===== config.mk =====
export PLATFORM = sky130hd
export DESIGN_NAME = smac_wb_out_buffer
export DESIGN_NICKNAME = d
export VERILOG_FILES = /design/src/rtl/smac_wb_out_buffer.sv
export SDC_FILE = /design/constraint.sdc
export NUM_CORES = 1
export LEC_CHECK = 0
export BUFFER_PORTS_ARGS = -buffer_cell sky130_fd_sc_hd__clkbuf_2
export CAP_MARGIN = 20
export CORE_AREA = 10 10 279 335
export DETAILED_ROUTE_END_ITERATION = 7
export DIE_AREA = 0 0 289 345
export PLACE_DENSITY = 0.78
export SLEW_MARGIN = 30
export SYNTH_ARGS = -nofsm -noshare
export SYNTH_HDL_FRONTEND = slang
export SYNTH_SLANG_ARGS = --single-unit
export TNS_END_PERCENT = 1

===== constraint.sdc =====
create_clock -name clk -period 9.9 [get_ports clk]
set_input_delay 1.98 -clock clk [delete_from_list [all_inputs] [get_ports clk]]
set_output_delay 1.98 -clock clk [all_outputs]
set_load 0.02 [all_outputs]

===== src/rtl/smac_wb_out_buffer.sv =====
// smac_wb_out_buffer: output stage behind Data_Path_1x64.
// Captures out_data on each wb strobe into a DEPTH-entry FIFO and drains it to the
// output-feature-map memory over a valid/ready port with auto-incrementing word addresses.
// core_stall_n back-pressures CTRL_unit when the FIFO nears full.
// Optional build macro: WB_OVF_CNT_EN (sticky ovf flag plus a 16-bit saturating drop_cnt).
module smac_wb_out_buffer #(
    parameter int BW    = 128,
    parameter int DEPTH = 8,
    parameter int AW    = 16
) (
    input  logic                       clk,
    input  logic                       rst_n,
    input  logic                       start,
    input  logic                       flush,
    input  logic [AW-1:0]              base_addr,
    input  logic                       wb,
    input  logic [BW-1:0]              out_data,
    output logic                       core_stall_n,
    output logic                       mem_valid,
    input  logic                       mem_ready,
    output logic [AW-1:0]              mem_addr,
    output logic [BW-1:0]              mem_data,
    output logic [$clog2(DEPTH):0]     level,
    output logic                       done,
    output logic                       ovf
);

    localparam int PW = $clog2(DEPTH);
    localparam int LW = PW + 1;

    typedef enum logic [1:0] {
        ST_IDLE  = 2'b00,
        ST_RUN   = 2'b01,
        ST_DRAIN = 2'b10
    } state_t;

    state_t          state_r;
    logic [BW-1:0]   fifo_mem [DEPTH];
    logic [PW-1:0]   wr_ptr_r;
    logic [PW-1:0]   rd_ptr_r;
    logic [LW-1:0]   level_r;
    logic            mem_valid_r;
    logic [AW-1:0]   mem_addr_r;
    logic [BW-1:0]   mem_data_r;
    logic            core_stall_n_r;
    logic            done_r;

    logic            start_s;
    logic            active_s;
    logic            full_s;
    logic            pop_s;
    logic            push_s;
    logic            drop_s;
    logic [LW-1:0]   level_nxt_s;
    logic [PW-1:0]   rd_ptr_nxt_s;
    logic [BW-1:0]   head_nxt_s;

    assign start_s  = start && (state_r == ST_IDLE);
    assign active_s = (state_r != ST_IDLE);
    assign full_s   = (level_r == LW'(DEPTH));
    assign pop_s    = mem_valid_r && mem_ready;
    assign push_s   = wb && active_s && (!full_s || pop_s);
    assign drop_s   = wb && active_s && full_s && !pop_s;

    // Next occupancy and read pointer, shared by stall, valid and head prefetch.
    always_comb begin
        level_nxt_s  = level_r;
        rd_ptr_nxt_s = rd_ptr_r;
        case ({push_s, pop_s})
            2'b10:   level_nxt_s = level_r + LW'(1);
            2'b01:   level_nxt_s = level_r - LW'(1);
            default: level_nxt_s = level_r;
        endcase
        if (pop_s) begin
            rd_ptr_nxt_s = rd_ptr_r + PW'(1);
        end else begin
            rd_ptr_nxt_s = rd_ptr_r;
        end
    end

    // Next head word; bypasses the incoming word when it becomes the head this edge.
    always_comb begin
        head_nxt_s = mem_data_r;
        if (level_nxt_s == {LW{1'b0}}) begin
            head_nxt_s = mem_data_r;
        end else if (push_s && (wr_ptr_r == rd_ptr_nxt_s)) begin
            head_nxt_s = out_data;
        end else begin
            head_nxt_s = fifo_mem[rd_ptr_nxt_s];
        end
    end

    // FIFO storage array; contents are don't-care until written, so no reset.
    always_ff @(posedge clk) begin
        if (push_s) begin
            fifo_mem[wr_ptr_r] <= out_data;
        end
    end

    // Control FSM with the registered done pulse.
    always_ff @(posedge clk or negedge rst_n) begin
        if (!rst_n) begin
            state_r <= ST_IDLE;
            done_r  <= 1'b0;
        end else begin
            done_r <= 1'b0;
            case (state_r)
                ST_IDLE: begin
                    if (start) begin
                        state_r <= ST_RUN;
                    end
                end
                ST_RUN: begin
                    if (flush) begin
                        state_r <= ST_DRAIN;
                    end
                end
                ST_DRAIN: begin
                    if (level_nxt_s == {LW{1'b0}}) begin
                        state_r <= ST_IDLE;
                        done_r  <= 1'b1;
                    end
                end
                default: begin
                    state_r <= ST_IDLE;
                end
            endcase
        end
    end

    // FIFO pointers, occupancy and the registered memory-port outputs.
    always_ff @(posedge clk or negedge rst_n) begin
        if (!rst_n) begin
            wr_ptr_r       <= {PW{1'b0}};
            rd_ptr_r       <= {PW{1'b0}};
            level_r        <= {LW{1'b0}};
            mem_valid_r    <= 1'b0;
            mem_addr_r     <= {AW{1'b0}};
            mem_data_r     <= {BW{1'b0}};
            core_stall_n_r <= 1'b1;
        end else begin
            if (push_s) begin
                wr_ptr_r <= wr_ptr_r + PW'(1);
            end
            rd_ptr_r       <= rd_ptr_nxt_s;
            level_r        <= level_nxt_s;
            mem_valid_r    <= (level_nxt_s != {LW{1'b0}});
            mem_data_r     <= head_nxt_s;
            core_stall_n_r <= !(level_nxt_s >= LW'(DEPTH - 2));
            if (start_s) begin
                mem_addr_r <= base_addr;
            end else if (pop_s) begin
                mem_addr_r <= mem_addr_r + AW'(1);
            end
        end
    end

`ifdef WB_OVF_CNT_EN
    logic        ovf_r;
    logic [15:0] drop_cnt;

    // Sticky overflow flag (cleared by start) and saturating count of dropped words.
    always_ff @(posedge clk or negedge rst_n) begin
        if (!rst_n) begin
            ovf_r    <= 1'b0;
            drop_cnt <= 16'h0000;
        end else begin
            if (start_s) begin
                ovf_r <= 1'b0;
            end else if (drop_s) begin
                ovf_r <= 1'b1;
            end
            if (drop_s && (drop_cnt != 16'hFFFF)) begin
                drop_cnt <= drop_cnt + 16'h0001;
            end
        end
    end

    assign ovf = ovf_r;
`else
    assign ovf = 1'b0;
`endif

    assign core_stall_n = core_stall_n_r;
    assign mem_valid    = mem_valid_r;
    assign mem_addr     = mem_addr_r;
    assign mem_data     = mem_data_r;
    assign level        = level_r;
    assign done         = done_r;

endmodule


# Word level (Yosys, flattened, before mapping)
# Memory sizes are Yosys's and may differ from the RTL's. A register that Yosys moved wholly into a read port is not among the register bits.
# Index checks and enable logic that the tools add are counted.
# word_totals
reg_bits,31
mem_bits_rw,1024
in_bits,150
word_cells,50
n_memories,1
# classes
n_addsub,5
n_lt_le_gt_ge,1
n_eq_ne,8
mux,12
reduce_logical,15
# memory_table
memory,depth,width,read_ports,rd_clocked_by_memory_dff,wr,line_no,source
fifo_mem,8,128,1,1,1,38,logic [BW-1:0] fifo_mem [DEPTH];
# ops
cell,count
two-way mux 16 bit,2
adder 16 x 1 -> 16 bit (second input constant),1
one-hot mux 4 bit (2 select lines),1
adder 3 x 1 -> 3 bit (second input constant),2
two-way mux 2 bit,3
!= test 2 bit (second input constant),3
one-hot mux 2 bit (3 select lines),1
adder 4 x 1 -> 4 bit (second input constant),1
equality test 2 x 1 -> 1 bit (second input constant),2
equality test 2 bit (second input constant),2
equality test 4 bit (second input constant),1
greater-or-equal comparator 4 x 3 -> 1 bit (second input constant),1
logical AND 1 bit,4
logical NOT 1 bit,4
logical NOT 4 bit,1
two-way mux 1 bit,4
nonzero test 2 bit,2
nonzero test 4 bit,1
subtractor 4 x 1 -> 4 bit (second input constant),1
two-way mux 3 bit,1
AND reduction 3 bit,1
logical NOT 2 bit,1
logical OR 1 bit,1

# Depth between registers and ports, before layout
# Gate-level depths: netlist of the first run.
# depth
depth_word,9
mapped_depth,14

# Least setup slack after synthesis of the first run
# No wires, ideal clock.
# synth_timing
path_kind,in2reg
from,input port wb
to,"memory fifo_mem[2][0], enable pin"
setup_time_ns,0.772
arrival_time_ns,11.324
required_ns,9.128
setup_slack_ns,-2.196
cell_stages,4
path_buffers,0
path_cell_list,o21ai_0 -> a31oi_1 -> nand2_1 -> nor3_1
# synth_via
elab_chain_len,4
# synth_rtl
element,line_no,source
from (decl),16,"input logic wb,"
logical AND 1 bit,n/a,
logical AND 1 bit,62,assign push_s = wb && active_s && (!full_s || pop_s);
two-way mux 1 bit,95,if (push_s) begin
two-way mux 1 bit (implied by the code),96,fifo_mem[wr_ptr_r] <= out_data;
to (decl),38,
# No other way between the ends.

# Worst setup path after layout of the first run
# layout_timing
from,input port wb
to,"register mem_data_r[64], in the netlist mem_data[64], read port of fifo_mem"
# layout_via
elab_chain_len,6
elab_cells_between_ends,7
cone_classes,eq/ne (2); mux (1); reduce/logical (4)
# layout_rtl
element,line_no,source
logical AND 1 bit *,n/a,
logical AND 1 bit *,62,
equality test 2 x 1 -> 1 bit or equality test 2 bit (tied branches),69,"case ({push_s, pop_s})"
one-hot mux 4 bit (2 select lines) *,69,
logical NOT 4 bit *,84,if (level_nxt_s == {LW{1'b0}}) begin
logical NOT 1 bit (no source line) *,n/a,
to (decl),44,logic [BW-1:0] mem_data_r;
# Every way passes the cells marked *; elsewhere a longest branch is shown, timed or not.
# A chain may end at the register's enable or synchronous reset.

==> summary.txt, run 1 <==
Final layout
  – Finished Cell Area: 53600 µm²
  – Fin util: 0.616
  – Layout area overhead: 13.3%
  – Layout Cells excl Fill: 3685
  – Final net count: 2585
  – Fillcell total: 5876
  – Layout cell share with drive strength beyond 1: 0.462
  – Area of the multi-input gates: 11600 µm²
  – Register Area: 34700 µm²

Floorplan
  – Die Y-Extent: 345 µm
  – IO Pins: 302
  – Initial Utilization: 0.544
  – Core area: 87000 µm²
  – Die Wd: 289 µm
  – Cell row count: 119
  – Die ar.: 99700 µm²

Place
  – DP Worst Slack: 4010 ps
  – Routability cong.: 0.744
  – Placed Cells: 3461
  – Hpwl dp: 56800 µm
  – # port buffers: 300
  – DP Area: 49800 µm²

Yosys
  – Synth Instances: 2075
  – Syn avg cell area: 22.8 µm²
  – Post-synthesis sequential area ratio: 0.735
  – Mapped Nets: 2231
  – Distinct cell type count after synthesis: 45
  – Yosys warns: 0
  – Netlist Area Pre-Place: 47300 µm²
  – Post-synth EDFFs: 1024
  – Yosys reg bits: 1183
  – Share of flip-flops with an asynchronous set or reset: 0.134
  – Synth Flop Type: edfxtp_1

Clocking
  – TritonCTS clock tree: yes
  – Worst skew pair latency: 680 ps
  – Post-CTS Setup Bufs: 0
  – Root Buffer: clkbuf_16
  – Post_cts resized: 0
  – Clk pin slew, worst setup/hold paths: 60 ps
  – CTS max path bufs: 3
  – TritonCTS Sinks: 1183
  – H-tree depth: 3
  – CTS buffer count: 111
  – Hold Buf Count CTS: 0

Worst setup path
  – CP required: 10440 ps
  – CP Data Arrival Time: 5810 ps
  – CP Max Fanout: 52
  – CP endpoint kind: register
  – Reg-to-Reg Start: state_r[1]
  – Reg2Reg Depth: 13
  – Worst reg-to-reg setup slack: 5050 ps
  – CP Launch Type: input port
  – RR Endpoint: mem_data[64]
  – Kind of critical path: input port to register

Run
  – Max Cap Viol: 0

Timing
  – Unrepaired setup endpoints after global routing: false
  – Final setup fails: 0
  – Min Clock Period, post-route: 5270 ps
  – Setup Skew: 24.6 ps
  – Final Max Tran Viols: 0
  – Setup TNS: 0 ps
  – Relative slew slack: 0.346
  – Hold Slack: 511 ps
  – Fin crit share: 0.533
  – Count of final hold-check violations: 0
  – Slack of the critical path: 4630 ps
  – Fmax: 190 MHz
  – Measured slew at the worst slew-check pin: 981 ps

Outcome
  – Run status: complete, no violations

Power and ir drop
  – Total power: 18.8 mW
  – Max VDD drop: 410 µV
  – Pwr dens: 351 nW/µm²
  – Leakage: 18.8 nW

GRT
  – First-pass GRT wire length: 155000 µm
  – Total gr overflow: 0
  – GRT Overall Usage: 0.208
  – Initial antenna violation count: 22
  – Largest net degree at the start of global routing: 110
  – Vias in the first global route: 23657

Worst hold path
  – Hold Path Class: register to register
  – Hold path start: mem_data[99]
  – Hold path cells: 1
  – Hold endpoint: mem_data[99]

Detailed routing
  – 1st-pass router iterations: 5
  – Via-per-instance ratio: 5.96
  – Vias: 21976
  – Routed Antenna Nets: 0
  – Routed len/inst: 28.0 µm
  – DRT Wirelength: 103000 µm
  – DRC viols: 0
  – First DRT Iteration DRCs: 1754
-- cells by family (layout without fill, tap and decap cells) --
kind of cell / count (synthesis) / after routing / synth area share
xor+xnor: 24 / 24 / 0.00500
compound gates: 29 / 29 / 0.00347
other cells: 1 / 13 / 0.0000793
simple gates: 75 / 75 / 0.00739
mux: 645 / 645 / 0.226
buf+inv: 112 / 561 / 0.0211
fa+ha+maj: 6 / 6 / 0.00175
flops: 1183 / 1183 / 0.735
-- power breakdown --
group | total [mW] | internal (mW) | switching, mW | leakage, nW
clock network | 4.18 | 2.40 | 1.77 | 1.76
logic | 7.89 | 4.37 | 3.52 | 5.93
registers | 6.74 | 6.33 | 0.417 | 11.1
-- worst max path at each step --
stage | start | endpoint | slack [ps]
5_1_grt | wb | mem_data[64] | 4480
4_1_cts | wb | mem_data[64] | 4710
6_report | wb | mem_data[64] | 4630
3_5_place_dp | mem_ready | mem_data[54] | 4010
2_1_floorplan | wb | fifo_mem[0][0] | -2190
3_3_place_gp | wb | mem_data[58] | 3940
-- synthesized netlist by cell type, types with 2 or more instances --
cell      instances  area share
nand4_1           5     0.00066
edfxtp_1       1024        0.65
nor2_1           15      0.0012
xnor2_1          13      0.0024
ha_1              5      0.0013
nor3_1            5     0.00053
buf_2            16      0.0017
and3_1            4     0.00053
mux4_2          256        0.12
buf_4             3     0.00048
inv_1             4     0.00032
buf_1             6     0.00048
and2_1            2     0.00026
buf_8             2     0.00064
nand2b_1          4     0.00053
o21ai_0          20      0.0021
mux2_4          148       0.047
nand3_1           3     0.00032
mux2i_1           3     0.00064
clkbuf_1         37      0.0029
nand2_1          32      0.0025
xor2_1            9      0.0017
mux2_2          238       0.057
buf_6            20      0.0048
a21oi_1           2     0.00021
dfrtp_1         158       0.084
buf_12           23      0.0097
-- cells in the final DEF (no fill, tap or decap), types with 20 or more instances in the layout --
master and count:
mux4_2 256, clkbuf_16 114, clkbuf_2 299, dfrtp_1 158, nand2_1 32, mux2_4 148, clkbuf_1 33, edfxtp_1 1024
mux2_2 237, buf_4 32, o21ai_0 20
-- final cells by class --
type | instances | share of cell area
Antenna cell | 12 | 0.000561
Tap cell | 1149 | 0.0268
Multi-Input combinational cell | 780 | 0.217
Clock buffer | 158 | 0.0584
Inverter | 5 | 0.000491
Sequential cell | 1183 | 0.649
Timing Repair Buffer | 348 | 0.0393
Clock inverter | 50 | 0.00883
-- metal layers --
metal | track usage | up-vias | wire (µm)
li1 | - | 9266 | -
met1 | 0.270 | 11779 | 40300
met2 | 0.346 | 732 | 53000
met3 | 0.0439 | 177 | 6940
met4 | 0.0691 | 22 | 2640
met5 | 0 | - | 157
-- sequential cells by signal, summed over array words and instances, names as in the netlist --
register,flops
rd_ptr_r,3
fifo_mem,1024
wr_ptr_r,3
core_stall_n,1
level,4
done,1
mem_data,128
mem_valid,1
state_r,2
mem_addr,16
-- worst max-delay path: stages --
cell and delay (ps):
clkbuf_2 80, o21ai_0 350, nand2_1 210, inv_1 220, ha_1 310, a21oi_1 190, a211oi_1 120, a32oi_1 260
o21ai_0 130, a21o_1 270, inv_8 460, buf_4 530, buf_16 280, mux2_4 330
No activity file was read; power rests on OpenSTA's default activity.
==> run 2: changes to the inputs <==
Clock period 9.9 ns to 4.55 ns, I/O delays scaled along.
==> summary.txt, run 2 (synthesis results as in run 1) <==
Worst setup path
  – Top delay family on crit path: simple AND/OR/NAND/NOR gates
  – Buf/Inv on CP: 3
  – CP endpoint kind: register
  – Slowest-stage cell, CP: dfrtp_1
  – Kind of critical path: register to register
  – Worst-path cell chain: and2_4 -> nand2_1 -> inv_1 -> ha_1 -> a21oi_1 -> and2_1 -> mux2i_1 -> o21ai_0 -> a21o_1 -> inv_8 -> buf_12 -> mux2_4
  – CP Data Arrival Time: 4080 ps
  – CP Launch Type: register
  – CP required: 5110 ps
  – CP Max Fanout: 32
  – Max stage delay on crit path: 500 ps

Power and ir drop
  – Leakage: 19.0 nW
  – Total power: 41.6 mW
  – Max VDD drop: 623 µV
  – Pwr dens: 769 nW/µm²

Detailed routing
  – Routed len/inst: 27.7 µm
  – Routed Antenna Nets: 0
  – Via-per-instance ratio: 5.93
  – DRT Wirelength: 102000 µm
  – Vias: 21899
  – 1st-pass router iterations: 5
  – DRC viols: 0
  – First DRT Iteration DRCs: 1932

Timing
  – Final Max Tran Viols: 0
  – Final setup fails: 0
  – Setup TNS: 0 ps
  – Min Clock Period, post-route: 3520 ps
  – Measured slew at the worst slew-check pin: 703 ps
  – Fmax: 284 MHz
  – Hold Slack: 247 ps
  – Count of final hold-check violations: 0
  – Setup Skew: 27.0 ps
  – Fin crit share: 0.773
  – Relative slew slack: 0.532
  – Unrepaired setup endpoints after global routing: false

Worst hold path
  – Hold Path Class: input port to async pin

Final layout
  – Largest reg by FF count: fifo_mem
  – Commonest cells after routing, fill and taps aside: edfxtp_1 (1024), clkbuf_2 (299), mux4_2 (256)
  – Fillcell total: 5839
  – Layout Cells excl Fill: 3693
  – Final net count: 2590
  – Fin util: 0.622
  – Layout area overhead: 14.5%
  – Layout cell share with drive strength beyond 1: 0.471
  – Largest register FFs: 1024
  – Commonest non-fill, non-tap cell in the layout: edfxtp_1

Floorplan
  – Die Y-Extent: 345 µm
  – Die ar.: 99700 µm²
  – IO Pins: 302
  – Initial Utilization: 0.544
  – Die Wd: 289 µm
  – Core area: 87000 µm²
  – Cell row count: 119

Place
  – Hpwl dp: 56300 µm
  – # port buffers: 300
  – Placed Cells: 3471
  – Routability cong.: 0.768

GRT
  – Initial antenna violation count: 24
  – Largest net degree at the start of global routing: 87
  – Vias in the first global route: 23807
  – Total gr overflow: 0
  – GRT Overall Usage: 0.207
  – First-pass GRT wire length: 155000 µm

Clocking
  – CTS buffer count: 110
  – Post-CTS Setup Bufs: 0
  – TritonCTS clock tree: yes
  – CTS max path bufs: 3
  – Root Buffer: clkbuf_16
  – Hold Buf Count CTS: 0
  – Worst skew pair latency: 690 ps
  – H-tree depth: 3
  – Clk pin slew, worst setup/hold paths: 60 ps
  – Post_cts resized: 0
  – TritonCTS Sinks: 1183

Outcome
  – Run status: complete, no violations

Run
  – Max Cap Viol: 0
## run 2: cell types whose count changed in the layout (fill, tap and decap cells not counted), sizes merged
cell,before,now
clkinvlp,2,6
clkbuf,458,459
buf,48,54
inv,10,13
diode,12,13
clkinv,35,26
bufinv,8,10
## run 2: final timing paths
path                                from            end  slack [ps]  cells past startpoint
max                            mem_valid   mem_data[83]        1030                     12
min                                rst_n  mem_data[108]         250                      1
max reg2reg                    mem_valid   mem_data[83]        1030                     12
min reg2reg                 mem_data[80]   mem_data[80]         510                      1
max in group asynchronous          rst_n   mem_data[97]        3400                      2
min in group clk           base_addr[10]   mem_addr[10]         440                      3
## run 2: power by group
group	internal [mW]	switching [mW]	total, mW
clock network	5.46	3.92	9.38
logic	9.76	7.83	17.6
registers	13.8	0.884	14.6
## run 2: cell type report
cell class / instances / area (µm²) / share of cell area
diodes: 13 / 32.5 / 0.000601
clock buffers: 159 / 3180 / 0.0588
clock inverters: 50 / 572 / 0.0106
inverters: 5 / 26.3 / 0.000485
multi-input cells: 780 / 11700 / 0.216
flip-flops and latches: 1183 / 34700 / 0.642
well taps: 1149 / 1440 / 0.0266
repair buffers: 354 / 2470 / 0.0456
## run 2: per-layer routing
metal,track usage,share of wire
met5,0,0.0016
met2,0.339,0.51
met3,0.0424,0.067
met4,0.0715,0.024
met1,0.274,0.40
## run 2: stage by stage
step	area, µm²	worst slack [ps]
floorplan	47300	-699
global placement	50300	564
detailed placement	50300	517
CTS	54100	1050
global route	54100	824
finish	54100	1030
==> run 3: changes to the inputs <==
Settings changed: CORE_AREA 10 10 279 335 to 10 10 268 321, DIE_AREA 0 0 289 345 to 0 0 278 331, PLACE_DENSITY 0.78 to 0.8.
Clock period 4.55 ns to 3.3 ns, I/O delays scaled along.
==> summary.txt, run 3 (synthesis results as in run 1) <==
Final layout
  – Layout Cells excl Fill: 3620
  – Layout cell share with drive strength beyond 1: 0.476
  – Commonest non-fill, non-tap cell in the layout: edfxtp_1
  – Largest reg by FF count: fifo_mem
  – Final net count: 2635
  – Layout area overhead: 15.2%
  – Largest register FFs: 1024
  – Commonest cells after routing, fill and taps aside: edfxtp_1 (1024), clkbuf_2 (299), mux4_2 (256)

Floorplan
  – Initial Utilization: 0.592
  – Die ar.: 92000 µm²
  – Core area: 79900 µm²
  – Cell row count: 114
  – IO Pins: 302
  – Die Wd: 278 µm
  – Die Y-Extent: 331 µm

Clocking
  – TritonCTS Sinks: 1183
  – Worst skew pair latency: 670 ps
  – Clk pin slew, worst setup/hold paths: 60 ps
  – CTS buffer count: 108
  – H-tree depth: 3
  – Post-CTS Setup Bufs: 0
  – Root Buffer: clkbuf_16
  – CTS max path bufs: 3
  – TritonCTS clock tree: yes

Detailed routing
  – Routed len/inst: 28.4 µm
  – 1st-pass router iterations: 5
  – Vias: 22052
  – DRC viols: 0
  – DRT Wirelength: 103000 µm
  – Via-per-instance ratio: 6.09
  – First DRT Iteration DRCs: 2103
  – Routed Antenna Nets: 0

Worst setup path
  – Worst reg-to-reg setup slack: 110 ps
  – CP Data Arrival Time: 3730 ps
  – CP Max Fanout: 12
  – Kind of critical path: register to register
  – Slowest-stage cell, CP: dfrtp_1
  – Top delay family on crit path: compound AO/OA/AOI/OAI gates
  – CP Launch Type: register
  – CP endpoint kind: register
  – Worst-path cell chain: o21ai_4 -> nand2_1 -> inv_2 -> ha_1 -> a21oi_2 -> and2_1 -> mux2i_1 -> o21ai_0 -> a21o_1 -> inv_8 -> buf_12 -> buf_12 -> mux2_4
  – Most frequent CP cell: buf_12
  – Max stage delay on crit path: 460 ps
  – Buf/Inv on CP: 4
  – CP required: 3840 ps

Timing
  – Unrepaired setup endpoints after global routing: false
  – Relative slew slack: 0.501
  – Setup Skew: 21.9 ps
  – Final setup fails: 0
  – Hold Slack: 58.2 ps
  – Min Clock Period, post-route: 3190 ps
  – Count of final hold-check violations: 0
  – Setup TNS: 0 ps
  – Fin crit share: 0.967
  – Measured slew at the worst slew-check pin: 749 ps
  – Final Max Tran Viols: 0
  – Fmax: 313 MHz

Place
  – Placed Cells: 3412
  – # port buffers: 300
  – Routability cong.: 0.795
  – Hpwl dp: 58900 µm

Outcome
  – Run status: complete, no violations

Power and ir drop
  – Max VDD drop: 728 µV
  – Leakage: 19.3 nW
  – Total power: 58.2 mW
  – Pwr dens: 1070 nW/µm²

GRT
  – Largest net degree at the start of global routing: 85
  – Vias in the first global route: 23840
  – First-pass GRT wire length: 154000 µm
  – Total gr overflow: 0
  – GRT Overall Usage: 0.223
  – Initial antenna violation count: 10

Worst hold path
  – Hold Path Class: input port to async pin

Run
  – Max Cap Viol: 0
-- run 3: changes by cell type in the layout (fill, tap and decap cells not counted), moves of 2 or more --
| cell | before | now |
|---|---|---|
| clkbuf_1 | 30 | 32 |
| buf_4 | 11 | 38 |
| bufinv_16 | 10 | 13 |
| inv_8 | 3 | 1 |
| clkbuf_8 | 15 | 6 |
| clkinv_1 | 4 | 13 |
| clkbuf_16 | 115 | 112 |
| buf_12 | 41 | 61 |
| diode_2 | 13 | 4 |
| inv_6 | 6 | 4 |
-- run 3: final timing paths --
| path | from | end | cells past startpoint |
|---|---|---|---|
| worst max-delay path | state_r[1] | mem_data[58] | 13 |
| worst min-delay path | rst_n | mem_data[52] | 1 |
| worst max register to register | state_r[1] | mem_data[58] | 13 |
| worst min register to register | mem_data[35] | mem_data[35] | 1 |
| max in group asynchronous | rst_n | mem_addr[1] | 2 |
| min in group clk | base_addr[0] | mem_addr[0] | 3 |
-- run 3: cell type report --
class | instances | area (µm²)
Sequential cell | 1183 | 34700
Fill cell | 4846 | 25400
Multi-Input combinational cell | 780 | 11700
Timing Repair Buffer | 401 | 3070
Clock buffer | 149 | 2980
Tap cell | 1044 | 1310
Clock inverter | 54 | 618
Inverter | 5 | 26.3
Antenna cell | 4 | 10.0
-- run 3: power by group --
group	internal (mW)	switching, mW	total, mW
registers	19.0	1.23	20.2
logic	14.2	11.2	25.5
clock network	7.34	5.25	12.6
total	40.5	17.7	58.2
-- run 3: per-layer routing --
| metal | track usage | share of wire |
|---|---|---|
| met5 | 0 | 0.00085 |
| met4 | 0.0536 | 0.019 |
| met1 | 0.290 | 0.39 |
| met3 | 0.0475 | 0.069 |
| met2 | 0.383 | 0.52 |
-- run 3: per-stage QoR --
stage / area, µm² / setup WS, ps / utilization
2_1_floorplan: 47400 / -1400 / -
3_3_place_gp: 50800 / -60.0 / 0.636
3_5_place_dp: 50800 / -130 / 0.636
4_1_cts: 54400 / 77.2 / 0.681
5_1_grt: 54400 / 14.3 / 0.681
6_report: 54400 / 108 / 0.681
-- run 3: worst reg2reg max path: stages, from the launching register on --
cell	delay [ps]
dfrtp_1	460
o21ai_4	250
nand2_1	140
inv_2	130
ha_1	290
a21oi_2	150
and2_1	200
mux2i_1	220
o21ai_0	110
a21o_1	260
inv_8	150
buf_12	190
buf_12	190
mux2_4	320
-- run 3: repair_timing --
| action | 4_1_cts | 5_1_grt |
|---|---|---|
| resized for setup | 0 | 3 |
| hold buffers | 0 | 0 |
| setup endpoints to repair | 0 | 106 |
